`config.mk`:
```
export PLATFORM = sky130hd
export DESIGN_NAME = imm_gen_pipe
export DESIGN_NICKNAME = d
export VERILOG_FILES = /design/src/rtl/imm_pkg.sv /design/src/rtl/imm_extract.sv /design/src/rtl/imm_gen_pipe.sv
export SDC_FILE = /design/constraint.sdc
export NUM_CORES = 1
export LEC_CHECK = 0
export CAP_MARGIN = 40
export CORE_UTILIZATION = 57
export CTS_BUF_LIST = sky130_fd_sc_hd__clkbuf_16
export CTS_CLUSTER_SIZE = 8
export DETAILED_ROUTE_END_ITERATION = 8
export PLACE_DENSITY = 0.86
export SLEW_MARGIN = 20
export SYNTH_ARGS = -nofsm -noshare
export SYNTH_HDL_FRONTEND = slang
export SYNTH_HIERARCHICAL = 1
export SYNTH_SLANG_ARGS = --single-unit
```
`constraint.sdc`:
```
create_clock -name clk -period 4.6 [get_ports clk]
set_clock_uncertainty 0.15 [all_clocks]
set_input_delay 0.69 -clock clk [delete_from_list [all_inputs] [get_ports clk]]
set_output_delay 0.69 -clock clk [all_outputs]
set_load 0.1 [all_outputs]
```
`src/rtl/imm_pkg.sv`:
```
// Immediate generator shared types: format codes, AUTO opcodes, result bundle.
// Imported by the extractor, the pipeline wrapper and the bench.
package imm_pkg;

    typedef enum logic [2:0] {
        FMT_I    = 3'b000,
        FMT_S    = 3'b001,
        FMT_U    = 3'b010,
        FMT_Z    = 3'b011,
        FMT_SH   = 3'b100,
        FMT_B    = 3'b101,
        FMT_J    = 3'b110,
        FMT_AUTO = 3'b111
    } fmt_e;

    localparam logic [6:0] OP_LOAD   = 7'b0000011;
    localparam logic [6:0] OP_JALR   = 7'b1100111;
    localparam logic [6:0] OP_IMM    = 7'b0010011;
    localparam logic [6:0] OP_STORE  = 7'b0100011;
    localparam logic [6:0] OP_BRANCH = 7'b1100011;
    localparam logic [6:0] OP_LUI    = 7'b0110111;
    localparam logic [6:0] OP_AUIPC  = 7'b0010111;
    localparam logic [6:0] OP_JAL    = 7'b1101111;
    localparam logic [6:0] OP_SYSTEM = 7'b1110011;

    localparam int IMM_MAXW = 64;

    typedef struct packed {
        logic [IMM_MAXW-1:0] imm;
        fmt_e                fmt;
        logic                illegal;
    } imm_res_t;

endpackage

```
`src/rtl/imm_extract.sv`:
```
// Combinational immediate extraction and AUTO format classification.
// Unclassifiable opcodes in AUTO mode yield imm=0, fmt=I, illegal=1.
module imm_extract
    import imm_pkg::*;
#(
    parameter int XLEN = 32
) (
    input  logic [31:0]     instr,
    input  logic [2:0]      immsrc,
    output logic [XLEN-1:0] imm,
    output fmt_e            fmt,
    output logic            illegal
);

    logic [6:0]      op;
    logic [2:0]      f3;
    logic            is_auto;
    fmt_e            auto_fmt;
    logic            auto_bad;
    fmt_e            sel;
    logic [XLEN-1:0] raw;

    assign op      = instr[6:0];
    assign f3      = instr[14:12];
    assign is_auto = (immsrc == FMT_AUTO);

    always_comb begin
        auto_fmt = FMT_I;
        auto_bad = 1'b0;
        unique case (1'b1)
            (op == OP_LOAD), (op == OP_JALR):
                auto_fmt = FMT_I;
            (op == OP_IMM):
                auto_fmt = (f3 == 3'b001 || f3 == 3'b101) ? FMT_SH : FMT_I;
            (op == OP_STORE):
                auto_fmt = FMT_S;
            (op == OP_BRANCH):
                auto_fmt = FMT_B;
            (op == OP_LUI), (op == OP_AUIPC):
                auto_fmt = FMT_U;
            (op == OP_JAL):
                auto_fmt = FMT_J;
            (op == OP_SYSTEM):
                auto_fmt = f3[2] ? FMT_Z : FMT_I;
            default:
                auto_bad = 1'b1;
        endcase
    end

    assign sel = is_auto ? auto_fmt : fmt_e'(immsrc);

    always_comb begin
        raw = '0;
        case (sel)
            FMT_I:  raw = {{(XLEN-12){instr[31]}}, instr[31:20]};
            FMT_S:  raw = {{(XLEN-12){instr[31]}}, instr[31:25],
                           instr[11:7]};
            FMT_B:  raw = {{(XLEN-13){instr[31]}}, instr[31], instr[7],
                           instr[30:25], instr[11:8], 1'b0};
            FMT_J:  raw = {{(XLEN-21){instr[31]}}, instr[31],
                           instr[19:12], instr[20], instr[30:21], 1'b0};
            FMT_U:  raw = {{(XLEN-31){instr[31]}}, instr[30:12], 12'b0};
            FMT_Z:  raw = {{(XLEN-5){1'b0}}, instr[19:15]};
            FMT_SH: raw = (XLEN == 64)
                        ? {{(XLEN-6){1'b0}}, instr[25:20]}
                        : {{(XLEN-5){1'b0}}, instr[24:20]};
            default: raw = '0;
        endcase
    end

    assign illegal = is_auto && auto_bad;
    assign imm     = illegal ? '0 : raw;
    assign fmt     = illegal ? FMT_I : sel;

endmodule

```
`src/rtl/imm_gen_pipe.sv`:
```
// Immediate generator wrapped in a two-entry valid/ready stage
// (output register plus skid register, in_ready is a flop).
module imm_gen_pipe
    import imm_pkg::*;
#(
    parameter int XLEN  = 32,
    parameter int TAG_W = 5
) (
    input  logic             clk,
    input  logic             rst,
    input  logic             in_valid,
    output logic             in_ready,
    input  logic [31:0]      in_instr,
    input  logic [2:0]       in_immsrc,
    input  logic [TAG_W-1:0] in_tag,
    input  logic             flush,
    output logic             out_valid,
    input  logic             out_ready,
    output logic [XLEN-1:0]  out_imm,
    output logic [2:0]       out_fmt,
    output logic             out_illegal,
    output logic [TAG_W-1:0] out_tag
);

    if (XLEN != 32 && XLEN != 64) begin : g_bad_xlen
        $error("imm_gen_pipe: XLEN must be 32 or 64");
    end

    typedef struct packed {
        logic [XLEN-1:0]  imm;
        fmt_e             fmt;
        logic             illegal;
        logic [TAG_W-1:0] tag;
    } entry_t;

    logic [XLEN-1:0] x_imm;
    fmt_e            x_fmt;
    logic            x_ill;
    entry_t          new_e;
    entry_t          out_q;
    entry_t          skid_q;
    logic            ov_q;
    logic            sv_q;
    logic            rdy_q;
    logic            take_in;
    logic            take_out;
    logic            load_out;

    imm_extract #(
        .XLEN(XLEN)
    ) u_extract (
        .instr  (in_instr),
        .immsrc (in_immsrc),
        .imm    (x_imm),
        .fmt    (x_fmt),
        .illegal(x_ill)
    );

    assign new_e    = '{imm: x_imm, fmt: x_fmt, illegal: x_ill, tag: in_tag};
    assign take_in  = in_valid && rdy_q;
    assign take_out = ov_q && out_ready;
    assign load_out = !ov_q || take_out;

    // skid only fills while the output register is stalled, so sv_q implies ov_q
    always_ff @(posedge clk) begin
        if (rst) begin
            ov_q   <= 1'b0;
            sv_q   <= 1'b0;
            rdy_q  <= 1'b1;
            out_q  <= '0;
            skid_q <= '0;
        end else if (flush) begin
            ov_q  <= 1'b0;
            sv_q  <= 1'b0;
            rdy_q <= 1'b1;
        end else if (load_out) begin
            if (sv_q) begin
                out_q <= skid_q;
                ov_q  <= 1'b1;
                sv_q  <= 1'b0;
                rdy_q <= 1'b1;
            end else if (take_in) begin
                out_q <= new_e;
                ov_q  <= 1'b1;
            end else begin
                ov_q <= 1'b0;
            end
        end else if (take_in) begin
            skid_q <= new_e;
            sv_q   <= 1'b1;
            rdy_q  <= 1'b0;
        end
    end

    assign in_ready    = rdy_q;
    assign out_valid   = ov_q;
    assign out_imm     = out_q.imm;
    assign out_fmt     = out_q.fmt;
    assign out_illegal = out_q.illegal;
    assign out_tag     = out_q.tag;

endmodule

```
## After elaboration in Yosys (flattened, before gate mapping)

Index checks and enable logic that the tools add are counted.

- Register bits: 85
- Output and inout port bits: 43
- Word-level logic and storage cells: 63
- Input bits: 45

- Multiplexer cells: 15
- Bitwise gates (word level): 2
- Reductions and logical operators: 16
- Equal/unequal tests: 19

Operators with widths:

| kind | number |
|---|---|
| case mux 32 bit (7 select lines) | 1 |
| two-way mux 41 bit | 2 |
| two-way mux 32 bit | 1 |
| equality test 7 bit (second input constant) | 4 |
| case mux 3 bit (6 select lines) | 1 |
| equality test 3 bit (second input constant) | 5 |
| equality test 7 x 5 -> 1 bit (second input constant) | 2 |
| equality test 7 x 6 -> 1 bit (second input constant) | 2 |
| two-way mux 3 bit | 3 |
| OR reduction 9 bit | 1 |
| equality test 7 x 2 -> 1 bit (second input constant) | 1 |
| equality test 3 x 1 -> 1 bit (second input constant) | 2 |
| equality test 3 x 2 -> 1 bit (second input constant) | 2 |
| two-way mux 1 bit | 6 |
| AND reduction 3 bit | 2 |
| nonzero test 2 bit | 2 |
| OR reduction 2 bit | 2 |
| logical AND 1 bit | 3 |
| zero test 3 bit | 1 |
| OR reduction 3 bit | 1 |
| logical OR 1 bit | 2 |
| two-way mux 2 bit | 1 |
| inequality test 2 bit (second input constant) | 1 |
| inverter 1 bit | 2 |
| 2 further kinds | 2 |

## Longest topological paths before layout

- Depth in word-level cells: 10
- Mapped depth: 9
- Gate-level depth less buffers: 9

## Modules after synthesis

Netlist, hierarchy kept.

Modules (own cells, without submodules):

| module | sequential area each (um^2) | times used | cells each | area each (um^2) |
|---|---|---|---|---|
| imm_gen_pipe | 1701.6 | 1 | 425 | 4086.4 |
| imm_extract | 0.0 | 1 | 111 | 773.2 |

## Worst setup path after synthesis

No wires, ideal clock.

- Kind: input -> register
- From: in in_instr[2]
- To: reg out_q (netlist bit out_imm[27])
- Stages: 9
- Buffers on the path: 1
- Slack: 1.865 ns
- Arrival: 2.450 ns
- Data required time: 4.316 ns
- Setup time: 0.134 ns
- Cell sequence: and4bb_4 > a41oi_2 > a21oi_4 > xnor2_2 > buf_6 > o22ai_1 > mux2_2 > nor4_1 > a211oi_1

- Cells in the longest elaborated chain, start to end: 9
- Elaborated cells on any way between the ends: 26
- Those cells by class: eq/ne (15); mux (7); reduce/logical (4)

RTL lines:

| element | line | text |
|---|---|---|
| from (decl) | imm_gen_pipe.sv:13 | `input logic [31:0] in_instr,` |
| equality test 7 x 5 -> 1 bit or equality test 7 x 6 -> 1 bit (tied branches) | imm_extract.sv:39 | `(op == OP_LUI), (op == OP_AUIPC):` |
| OR reduction 2 bit | imm_extract.sv:30 | `unique case (1'b1)` |
| case mux 3 bit (6 select lines) | imm_extract.sv:30 |  |
| two-way mux 3 bit | imm_extract.sv:50 | `assign sel = is_auto ? auto_fmt : fmt_e'(immsrc);` |
| equality test 3 bit, or another cell as far along | imm_extract.sv:54 | `case (sel)` |
| case mux 32 bit (7 select lines) | imm_extract.sv:54 |  |
| two-way mux 32 bit (*) | imm_extract.sv:72 | `assign imm = illegal ? '0 : raw;` |
| net x_imm[27] | imm_gen_pipe.sv:36 | `logic [XLEN-1:0] x_imm;` |
| two-way mux 41 bit (*) | imm_gen_pipe.sv:82 | `end else if (take_in) begin` |
| two-way mux 41 bit (*) | imm_gen_pipe.sv:77 | `if (sv_q) begin` |
| to (signal assigned) | imm_gen_pipe.sv:78 | `out_q <= skid_q;` |
| to (signal assigned) | imm_gen_pipe.sv:83 | `out_q <= new_e;` |
| to (decl) | imm_gen_pipe.sv:40 | `entry_t out_q;` |

Mark *: on every way through the listed nets, which the timed path passes. The rest lies on a longest branch. The select of a mux whose other input is x is not followed.
A chain may end at the register's enable or synchronous reset.

## Worst setup path in the final report

- From: in in_instr[2]
- To: reg out_q (netlist bit out_imm[7])

The elaborated chain is that of the path after synthesis.

==> flow_summary.toml <==
[die]
pin_count = 88
initial_core_util_pct = 59.1
die_area_um2 = 8900
die_x_um = 94.3
die_h_um = 94.3
floorplan.rows = 33
coreArea_um2 = 8220

[power]
cellPowerDensity_nw_per_um2 = 335
power.leakage_nw = 2.39
p_total_w = 0.00224
peakVddDrop_mv = 0.209

[min_path]
hold_class = "reg2reg"

[placement]
routabilityCongestion = 0.922
placed_cell_area_um2 = 6320
numPortBuffers = 87
post-dp-hpwl_um = 8680

[clock_tree]
cts_root_buffer = "clkbuf_16"
ctsResizeCount = 0
cts_buffers = 9
clk_pin_slew_ps = 70
insertion_delay_ps = 340
cts_tree = "yes"
cts_hold_buf = 0
htreeDepth = 3
cts_sinks = 85
post-cts-setup-buffers = 0
cts_buffer_depth = 2

[cells_and_area]
regArea_um2 = 1700
area_delta_synth_final_pct = 37.3
postLayoutCellArea_um2 = 6670
layout.nets = 683
multi_input_area_um2 = 2720
drive_above_1_share_pct = 20.6
fill_cells = 501
diodes = 0

[drt]
vias_per_cell = 5.90
drt-total-wl_um = 13300
drt-initial-drc-count = 227
antenna_left = 0
drc = 0
vias = 4408
firstDrtPassIters = 5
wl_per_cell_um = 17.8

[sta]
setup_viol = 0
worstMarginPinSlew_ps = 715
fin_tns_setup_ps = 0
period_share_pct = 77.0
timing.fmax_mhz = 282
hold_viol = 0
slew_violations = 0
period_needed_ps = 3540
relSlewSlack_pct = 52.3
rsz0062_at_grt = "false"

[global_route]
first_global_vias = 4336
use_met1_pct = 37.1
globalRouteMet2Util_pct = 55.2
grt_pass1_wl_um = 21300
grt.total_usage_pct = 31.1
antenna_found_initial = 0
gr-total-overflow = 0
gr-max-usage-layer = "met2"
grt_max_degree = 86
gr-usage-met3_pct = 4.91

[run_status]
status = "completed"

[worst_setup_path]
required_ps = 4640
critPathMaxFanout = 18
critPathLaunchType = "input port"
max_stage_delay_ps = 510
crit_chain = "clkdlybuf4s50_1 -> and4bb_4 -> a41oi_2 -> a21oi_4 -> xnor2_2 -> buf_4 -> nor3_1 -> mux2_2 -> nor4_1 -> a211oi_1"
crit_buf_inv = 2
crit_type = "in2reg"
critical-path-top-delay-family = "simple AND/OR/NAND/NOR gates"
slowest_stage = "clkdlybuf4s50_1"
critPathCaptureType = "flop"
worstPathArrival_ps = 3580

[synth]
yosysSeqAreaShare_pct = 35.0
yosysTopAreaCell = "dfxtp_1"
ys_types = 51
syn_area_um2 = 4860
synth.net_count = 581
synth_cells = 536
synthTopCellsByArea = "dfxtp_1, nand2b_1, mux2_2, mux2i_1, a211oi_1"
synthFlopType = "dfxtp_1"
yosys.cell_count.top_type = "dfxtp_1"
yosys-top-cells-count = "dfxtp_1, nand2b_1, inv_1"
async_flop_share_pct = 0
synth-edff-count = 0
yosys_warnings = 6
avgSynthCellArea_um2 = 9.07
ys_ff_latch = 85
yosysTopAreaCellShare_pct = 35.0

[run]
max_cap_violations = 0
power by group:
| part | switching (W) | internal [W] | leakage (nW) | total (W) |
|---|---|---|---|---|
| combinational | 0.000376 | 0.000247 | 1.53 | 0.000622 |
| sequential | 0.0000168 | 0.000765 | 0.693 | 0.000782 |
| clock | 0.000303 | 0.000529 | 0.167 | 0.000831 |
final timing paths:
check           endpoint         from  cells after the start  slack, ps
min           out_fmt[2]   out_fmt[2]                      2        300
max           out_imm[7]  in_instr[2]                     10       1060
min reg2reg   out_fmt[2]   out_fmt[2]                      2        300
max reg2reg  out_imm[18]    out_valid                      5       2250
sequential cells by signal, summed over array words and instances (netlist names):
register,flops
in_ready,1
out_fmt,3
out_illegal,1
out_imm,32
out_tag,5
out_valid,1
skid_q,41
sv_q,1
worst register-to-register path, stage by stage, from the launching register on:
cell and delay (ps):
dfxtp_1 360, nor2b_4 140, buf_4 420, or3_1 540, buf_4 420, a211oi_1 150
routing by layer:
layer  up-vias  wire [um]
li1       2085          -
met1      2115       5610
met2       177       6720
met3        31        633
met4         0        322
met5         -          0
cell type report:
| type | instances | area share, % |
|---|---|---|
| tap | 105 | 1.97 |
| clock buffer | 9 | 3.38 |
| timing repair buffer | 138 | 23.7 |
| inverter | 54 | 3.04 |
| multi-input combinational | 350 | 40.8 |
| sequential | 85 | 25.5 |
| clock inverter | 6 | 1.67 |
placed cells by master (no fill, tap or decap), types with 3 or more instances in the layout:
cell,n
clkbuf_16,9
nor2_1,7
buf_4,7
o21ai_0,6
mux2i_1,42
nor4_1,42
dfxtp_1,84
a21boi_0,3
o311a_1,4
nand2b_1,83
clkdlybuf4s50_1,85
o22ai_1,10
a21oi_1,15
nand2_1,13
bufinv_16,3
buf_8,43
inv_1,54
a211oi_1,41
nor3_1,7
mux2_2,42
per-stage QoR:
stage | cells | setup WS [ps] | util (%) | hold WS (ps)
5_1_grt | 747 | 818 | 81.2 | 317
2_1_floorplan | 536 | 1870 | - | 295
6_report | 747 | 1060 | 81.2 | 304
4_1_cts | 746 | 1140 | 81.0 | 308
3_5_place_dp | 731 | 790 | 76.9 | 297
3_3_place_gp | 688 | 928 | 69.0 | 293
logic make-up (layout without fill, tap and decap cells):
kind of cell              Yosys count  after routing  share of synthesized area [%]
AOI/OAI and AO/OA                  91             91                           14.4
xor gates and xnor gates            2              2                          0.515
buffers and inverters             101            207                           9.45
DFF                                85             85                           35.0
muxes                              84             84                           18.4
and+or+nand+nor                   173            173                           22.3
(Power assumes the default switching activity.)
